===== src/rtl/bank_responder.sv =====
// rtl/bank_responder.sv - single-bank responder: captures granted command, fixed-latency access, one-hot ack
// Serializes one command at a time from the arbiter grant onto the local storage array.
module bank_responder #(
   parameter int N       = 5,
   parameter int AW      = 4,
   parameter int DW      = 8,
   parameter int DEPTH   = 16,
   parameter int LATENCY = 2
) (
   input  logic            clk,
   input  logic            rst_n,
   input  logic [N-1:0]    req,
   input  logic [N-1:0]    grant,
   input  logic [N*AW-1:0] addr,
   input  logic [N-1:0]    we,
   input  logic [N*DW-1:0] wdata,
   output logic [N-1:0]    ack,
   output logic [DW-1:0]   rdata,
   output logic            err,
   output logic            busy,
   output logic            proto_err
);

   localparam int CW  = (LATENCY > 1) ? $clog2(LATENCY) : 1;
   localparam int MIW = (DEPTH > 1) ? $clog2(DEPTH) : 1;
   localparam logic [AW:0] DEPTH_W = DEPTH[AW:0];

   typedef enum logic [1:0] {ST_IDLE, ST_BUSY, ST_RESP} state_t;

   state_t          r_state;
   state_t          w_state_nxt;
   logic [CW-1:0]   r_cnt;
   logic [N-1:0]    r_sel;
   logic [AW-1:0]   r_addr;
   logic            r_we;
   logic [DW-1:0]   r_wdata;
   logic [N-1:0]    r_ack;
   logic            r_err;
   logic            r_busy;
   logic            r_proto;
   logic [DW-1:0]   r_rdata;
   logic [DW-1:0]   r_mem [DEPTH];

   logic [N-1:0]    w_g;
   logic            w_capture;
   logic            w_multi;
   logic            w_access;
   logic            w_in_range;
   logic [MIW-1:0]  w_mem_idx;
   logic [AW-1:0]   w_cap_addr;
   logic            w_cap_we;
   logic [DW-1:0]   w_cap_wdata;
   logic [N-1:0]    w_ack_nxt;
   logic            w_err_nxt;
   logic            w_busy_nxt;
   logic            w_proto_nxt;
   logic [DW-1:0]   w_rdata_nxt;

   assign w_g        = grant & req;
   assign w_capture  = (r_state == ST_IDLE) && $onehot(w_g);
   assign w_multi    = (r_state == ST_IDLE) && (w_g != '0) && !$onehot(w_g);
   assign w_access   = (r_state == ST_BUSY) && (r_cnt == '0);
   assign w_in_range = ({1'b0, r_addr} < DEPTH_W);
   assign w_mem_idx  = r_addr[MIW-1:0];

   // Command mux: g is one-hot whenever the result is used, so the last hit wins harmlessly.
   always_comb begin
      w_cap_addr  = '0;
      w_cap_we    = 1'b0;
      w_cap_wdata = '0;
      for (int i = 0; i < N; i++) begin
         if (w_g[i]) begin
            w_cap_addr  = addr[i*AW +: AW];
            w_cap_we    = we[i];
            w_cap_wdata = wdata[i*DW +: DW];
         end
      end
   end

   always_comb begin
      w_state_nxt = r_state;
      case (r_state)
         ST_IDLE: if (w_capture) w_state_nxt = ST_BUSY;
         ST_BUSY: if (r_cnt == '0) w_state_nxt = ST_RESP;
         ST_RESP: w_state_nxt = ST_IDLE;
         default: w_state_nxt = ST_IDLE;
      endcase
   end

   always_comb begin
      w_ack_nxt   = '0;
      w_err_nxt   = 1'b0;
      w_busy_nxt  = (w_state_nxt != ST_IDLE);
      w_proto_nxt = r_proto | w_multi;
      w_rdata_nxt = r_rdata;
      if (w_access) begin
         w_ack_nxt = r_sel;
         w_err_nxt = !w_in_range;
         if (!w_in_range)
            w_rdata_nxt = '0;
         else if (!r_we)
            w_rdata_nxt = r_mem[w_mem_idx];
      end
   end

   always_ff @(posedge clk) begin
      if (!rst_n) begin
         r_state <= ST_IDLE;
         r_cnt   <= '0;
         r_sel   <= '0;
         r_addr  <= '0;
         r_we    <= 1'b0;
         r_wdata <= '0;
         r_ack   <= '0;
         r_err   <= 1'b0;
         r_busy  <= 1'b0;
         r_proto <= 1'b0;
         r_rdata <= '0;
      end else begin
         r_state <= w_state_nxt;
         r_ack   <= w_ack_nxt;
         r_err   <= w_err_nxt;
         r_busy  <= w_busy_nxt;
         r_proto <= w_proto_nxt;
         r_rdata <= w_rdata_nxt;
         if (w_capture) begin
            r_sel   <= w_g;
            r_addr  <= w_cap_addr;
            r_we    <= w_cap_we;
            r_wdata <= w_cap_wdata;
            r_cnt   <= CW'(LATENCY - 1);
         end else if ((r_state == ST_BUSY) && (r_cnt != '0)) begin
            r_cnt <= r_cnt - CW'(1);
         end
      end
   end

   // Storage is not reset; reset still suppresses an in-flight write.
   always_ff @(posedge clk) begin
      if (rst_n && w_access && r_we && w_in_range)
         r_mem[w_mem_idx] <= r_wdata;
   end

   assign ack       = r_ack;
   assign rdata     = r_rdata;
   assign err       = r_err;
   assign busy      = r_busy;
   assign proto_err = r_proto;

endmodule

===== config.mk =====
export PLATFORM = sky130hd
export DESIGN_NAME = bank_responder
export DESIGN_NICKNAME = d
export VERILOG_FILES = /design/src/rtl/bank_responder.sv
export SDC_FILE = /design/constraint.sdc
export NUM_CORES = 1
export LEC_CHECK = 0
export ABC_AREA = 1
export BUFFER_PORTS_ARGS = -buffer_cell sky130_fd_sc_hd__buf_4
export CAP_MARGIN = 30
export CELL_PAD_IN_SITES_DETAIL_PLACEMENT = 1
export CELL_PAD_IN_SITES_GLOBAL_PLACEMENT = 1
export CORE_ASPECT_RATIO = 1.4
export CORE_MARGIN = 2
export CORE_UTILIZATION = 25
export CTS_BUF_LIST = sky130_fd_sc_hd__clkbuf_4
export DETAILED_ROUTE_END_ITERATION = 10
export PLACE_DENSITY_LB_ADDON = 0.3
export SKIP_LAST_GASP = 1
export SLEW_MARGIN = 10
export SYNTH_ARGS = -nofsm -noshare
export SYNTH_HDL_FRONTEND = slang
export SYNTH_SLANG_ARGS = --single-unit

===== constraint.sdc =====
create_clock -name clk -period 7.46 [get_ports clk]
set_clock_uncertainty 0.1 [all_clocks]
set_input_delay 0.373 -clock clk [delete_from_list [all_inputs] [get_ports clk]]
set_output_delay 0.373 -clock clk [all_outputs]
set_load 0.05 [all_outputs]

==> flow_summary.html <==
<table>
<tr><th>Metric</th><th>Value</th></tr>
<tr><th colspan="2">Detailed routing</th></tr>
<tr><td>Routed wire length</td><td>20.2 mm</td></tr>
<tr><td>Number of nets with antenna violations after detailed routing</td><td>0</td></tr>
<tr><td>Post-route DRC violation count</td><td>0</td></tr>
<tr><td>Met3 wire len</td><td>854 um</td></tr>
<tr><td>Met1 layer wirelength in the final routing</td><td>about 8.6 mm</td></tr>
<tr><td>Average routed wire per standard cell</td><td>roughly 15 um</td></tr>
<tr><td>Topmost layer with routed signal wires</td><td>met4</td></tr>
<tr><td>1st-iter DRT viols</td><td>approximately 210</td></tr>
<tr><td>Met2 Wirelength</td><td>about 10 mm</td></tr>
<tr><td>Vias per Instance</td><td>4.32</td></tr>
<tr><td>First-pass detailed-route iteration total</td><td>4</td></tr>
<tr><td>Vias post-DR</td><td>between 5,000 and 6,000</td></tr>
<tr><th colspan="2">Critical path</th></tr>
<tr><td>Endpoint arrival time on the critical path</td><td>~4 ns</td></tr>
<tr><td>Required time at the endpoint of the critical path</td><td>7.90 ns</td></tr>
<tr><td>Max incr delay on CP</td><td>~0.55 ns</td></tr>
<tr><td>CP Launch Point</td><td>req[0]</td></tr>
<tr><td>Kind of end point of the critical path</td><td>register</td></tr>
<tr><td>Crit Reg-Reg Startpoint</td><td>r_addr[0]</td></tr>
<tr><td>Setup CP Type</td><td>in -&gt; reg</td></tr>
<tr><td>WP buf/inv</td><td>8</td></tr>
<tr><td>Critical Path, Cell by Cell</td><td>dlygate4sd3_1 &gt; buf_4 &gt; nand2_1 &gt; inv_1 &gt; fa_1 &gt; inv_1 &gt; fa_1 &gt; inv_1 &gt; ha_1 &gt; nor2_1 &gt; nand3_1 &gt; buf_4 &gt; inv_1 &gt; o21ai_0 &gt; a21oi_1 &gt; dlygate4sd3_1</td></tr>
<tr><td>Max Fanout on Critical Path</td><td>34</td></tr>
<tr><td>Most common cell type on the critical path</td><td>sky130_fd_sc_hd__inv_1</td></tr>
<tr><td>Largest delay share family, worst path</td><td>buffers and inverters</td></tr>
<tr><td>Critical path's slowest cell</td><td>sky130_fd_sc_hd__fa_1</td></tr>
<tr><td>Worst Setup Start Kind</td><td>input port</td></tr>
<tr><th colspan="2">Power</th></tr>
<tr><td>Static leakage</td><td>3.82 nW</td></tr>
<tr><td>Power per standard cell area</td><td>235 nW/um^2</td></tr>
<tr><td>Power share of the clock group</td><td>29.2%</td></tr>
<tr><td>Switching Fraction</td><td>30.7%</td></tr>
<tr><td>Sequential power share</td><td>53.3%</td></tr>
<tr><td>Tot Pwr</td><td>2.06 mW</td></tr>
<tr><td>Maximum VDD drop</td><td>0.0859 mV</td></tr>
<tr><td>Combinational power share</td><td>17.5%</td></tr>
<tr><td>Reported net switching power</td><td>0.633 mW</td></tr>
<tr><td>Design internal power</td><td>1.43 mW</td></tr>
<tr><th colspan="2">Synth</th></tr>
<tr><td>Yosys synthesis warning count</td><td>0</td></tr>
<tr><td>Number of enable-type register cells in the synthesized netlist</td><td>128</td></tr>
<tr><td>Cell count after synthesis</td><td>841</td></tr>
<tr><td>Predominant post-synthesis flop cell</td><td>sky130_fd_sc_hd__edfxtp_1</td></tr>
<tr><td>Post-synthesis average cell area</td><td>8.84 sq um</td></tr>
<tr><td>Async set or reset register ratio after synthesis</td><td>0%</td></tr>
<tr><td>Syn nets</td><td>922</td></tr>
<tr><td>Synthesized flop and latch total</td><td>164</td></tr>
<tr><td>Part of the Yosys area used for sequential elements</td><td>61.4%</td></tr>
<tr><td>Synthesized cell area</td><td>7430 sq um</td></tr>
<tr><td>Number of distinct standard cells referenced by the synthesized netlist</td><td>23</td></tr>
<tr><th colspan="2">CTS</th></tr>
<tr><td>H-tree Lvls</td><td>4</td></tr>
<tr><td>Post CTS Setup Buffer Count</td><td>0</td></tr>
<tr><td>Insertion delay of the later-clocked pin in the worst-skew pair</td><td>0.59 ns</td></tr>
<tr><td>Clock buffer depth</td><td>2</td></tr>
<tr><td>Number of hold buffers added after CTS</td><td>8</td></tr>
<tr><td>Number of buffers created by CTS</td><td>17</td></tr>
<tr><td>Clock Tree Root</td><td>sky130_fd_sc_hd__clkbuf_4</td></tr>
<tr><td>Cells resized by post-CTS repair</td><td>0</td></tr>
<tr><td>Worst-path clk slew</td><td>0.14 ns</td></tr>
<tr><td>Number of clock sinks</td><td>164</td></tr>
<tr><td>TritonCTS clock tree</td><td>built</td></tr>
<tr><th colspan="2">Die</th></tr>
<tr><td>Core area</td><td>29,300 sq um</td></tr>
<tr><td>Die boundary width</td><td>150 um</td></tr>
<tr><td>Full die area</td><td>31,100 sq um</td></tr>
<tr><td>Count of boundary I/O pins</td><td>between 90 and 100</td></tr>
<tr><td>Rows</td><td>74</td></tr>
<tr><td>Chip height</td><td>208 um</td></tr>
<tr><td>Starting density of the core</td><td>around a quarter</td></tr>
<tr><th colspan="2">Global route</th></tr>
<tr><td>Vias in the first global route</td><td>5,984</td></tr>
<tr><td>Total routing resource utilization after global routing</td><td>13.7%</td></tr>
<tr><td>Maximum number of pins on one net before global-route repair</td><td>53</td></tr>
<tr><td>Antenna violations before repair</td><td>1</td></tr>
<tr><td>Total congestion overflow after global routing</td><td>0</td></tr>
<tr><td>Wire length of the first global-routing pass</td><td>32.8 mm</td></tr>
<tr><th colspan="2">Hold path</th></tr>
<tr><td>Min-delay src</td><td>wdata[34]</td></tr>
<tr><td>Class of the tightest hold or removal check</td><td>in -&gt; reg</td></tr>
<tr><th colspan="2">Layout</th></tr>
<tr><td>Fraction of final layout cells sized beyond drive strength 1</td><td>14.7%</td></tr>
<tr><td>Number of nets in the finished design</td><td>around 1,000</td></tr>
<tr><td>Top library cells by usage in the layout, fill and taps aside</td><td>sky130_fd_sc_hd__nand2_1 (364), sky130_fd_sc_hd__edfxtp_1 (128), sky130_fd_sc_hd__buf_4 (95)</td></tr>
<tr><td>Leading cell type in the layout, fill and taps excluded</td><td>sky130_fd_sc_hd__nand2_1</td></tr>
<tr><td>Final standard cell count with taps included and fillers excluded</td><td>1,316</td></tr>
<tr><td>Area Overhead vs Synth</td><td>18.3%</td></tr>
<tr><td>Fill cell count</td><td>3,519</td></tr>
<tr><th colspan="2">Timing</th></tr>
<tr><td>Min setup slack post-route</td><td>3.81 ns</td></tr>
<tr><td>Final count of negative-setup-slack endpoints</td><td>0</td></tr>
<tr><td>Fmax</td><td>about 0.27 GHz</td></tr>
<tr><td>Normalized max-slew margin</td><td>39.7%</td></tr>
<tr><td>Number of failing hold endpoints at the final stage</td><td>0</td></tr>
<tr><td>Unrepaired setup endpoints after global routing</td><td>no</td></tr>
<tr><td>Final number of max-transition violations</td><td>0</td></tr>
<tr><td>Sum Neg Setup Slack</td><td>0 ns</td></tr>
<tr><td>Hold WS</td><td>0.0798 ns</td></tr>
<tr><td>Post-route minimum period</td><td>3.65 ns</td></tr>
<tr><td>Pin slew with the least headroom to its limit</td><td>0.901 ns</td></tr>
<tr><td>Fin crit share</td><td>approximately half</td></tr>
<tr><th colspan="2">Placed design</th></tr>
<tr><td>Worst-case setup slack after placement</td><td>3.95 ns</td></tr>
<tr><td>Sum of net half-perimeters after detailed placement</td><td>14.0 mm</td></tr>
<tr><td>Placer's final routability congestion estimate</td><td>between 0.7 and 0.8</td></tr>
<tr><td>Count of input and output buffers</td><td>91</td></tr>
<tr><td>Count of placed standard cells including taps</td><td>1,275</td></tr>
<tr><th colspan="2">Run status</th></tr>
<tr><td>Run status</td><td>finished clean</td></tr>
<tr><th colspan="2">Job</th></tr>
<tr><td>Maximum Capacitance Violations</td><td>0</td></tr>
</table>
==> layer usage <==
layer	vias to the layer above	global-route usage (%)
met3	26	2.89
met1	2676	16.0
li1	2871	-
met2	112	24.5
met5	-	0
met4	0	4.75
==> power groups by stage <==
stage | Clock (mW) | Combinational (mW) | Sequential [mW]
after global routing | 0.650 | 0.412 | 1.11
after detailed placement | 0 | 0.361 | 1.12
after CTS | 0.622 | 0.370 | 1.10
final | 0.603 | 0.360 | 1.10
after global placement | 0 | 0.355 | 1.12
after floorplan | 0 | 0.222 | 1.12
==> layout make-up <==
type | instances | area [sq um] | share of cell area, %
diodes | 1 | 2.50 | 0.0284
clock inverters | 14 | 199 | 2.26
multi-input cells | 584 | 2430 | 27.6
repair buffers | 103 | 793 | 9.02
well taps | 380 | 475 | 5.41
clock buffers | 18 | 135 | 1.54
flip-flops and latches | 164 | 4570 | 51.9
inverters | 52 | 195 | 2.22
==> cell families after synthesis <==
kind of cell | after synthesis | synth area share [%]
AO/OA/AOI/OAI | 40 | 2.71
other | 1 | 0.0504
AND/OR/NAND/NOR | 539 | 29.1
buffers and inverters | 93 | 5.91
flip-flops | 164 | 61.4
adder cells (fa/ha/maj) | 4 | 0.875
==> metrics by stage <==
| step | cell area [sq um] | utilization (%) |
|---|---|---|
| detailed placement | 8380 | 28.6 |
| floorplan | 7430 | - |
| global route | 8800 | 30.1 |
| CTS | 8790 | 30.1 |
| global placement | 8380 | 28.6 |
| finish | 8800 | 30.1 |
==> worst paths after layout <==
check,slack (ns),cells past startpoint,end
setup / recovery,3.81,16,r_wdata[7]
hold / removal,0.08,5,r_wdata[2]
setup reg to reg,4.47,11,rdata[7]
hold reg to reg,0.34,2,ack[0]
==> tightest hold or removal path, cell delays in order <==
cell and delay (ns):
sky130_fd_sc_hd__buf_4 0.11, sky130_fd_sc_hd__nor2_1 0.09, sky130_fd_sc_hd__nor2_1 0.05, sky130_fd_sc_hd__nand2_1 0.06, sky130_fd_sc_hd__a21oi_1 0.05
==> sequential cells by signal, indices dropped and copies added, names as in the netlist <==
name and flops:
proto_err 1, r_addr 4, r_cnt 1, r_state 2
r_wdata 8, busy 1, r_we 1, rdata 8
r_sel 5, ack 5, r_mem 128
==> synth_stat cells (3+ instances only) <==
cell type	count	share of area, %
sky130_fd_sc_hd__nand2_1	364	18
sky130_fd_sc_hd__edfxtp_1	128	52
sky130_fd_sc_hd__nor2_1	90	4.5
sky130_fd_sc_hd__nand3_1	68	4.6
sky130_fd_sc_hd__inv_1	50	2.5
sky130_fd_sc_hd__dfxtp_1	36	9.7
sky130_fd_sc_hd__buf_2	24	1.6
sky130_fd_sc_hd__a21oi_1	21	1.4
sky130_fd_sc_hd__o21ai_0	18	1.2
sky130_fd_sc_hd__nand4_1	9	0.76
sky130_fd_sc_hd__buf_6	6	0.91
sky130_fd_sc_hd__clkbuf_1	6	0.30
sky130_fd_sc_hd__buf_4	4	0.40
sky130_fd_sc_hd__or2_2	3	0.25
Power figures use the tool's default switching activity.
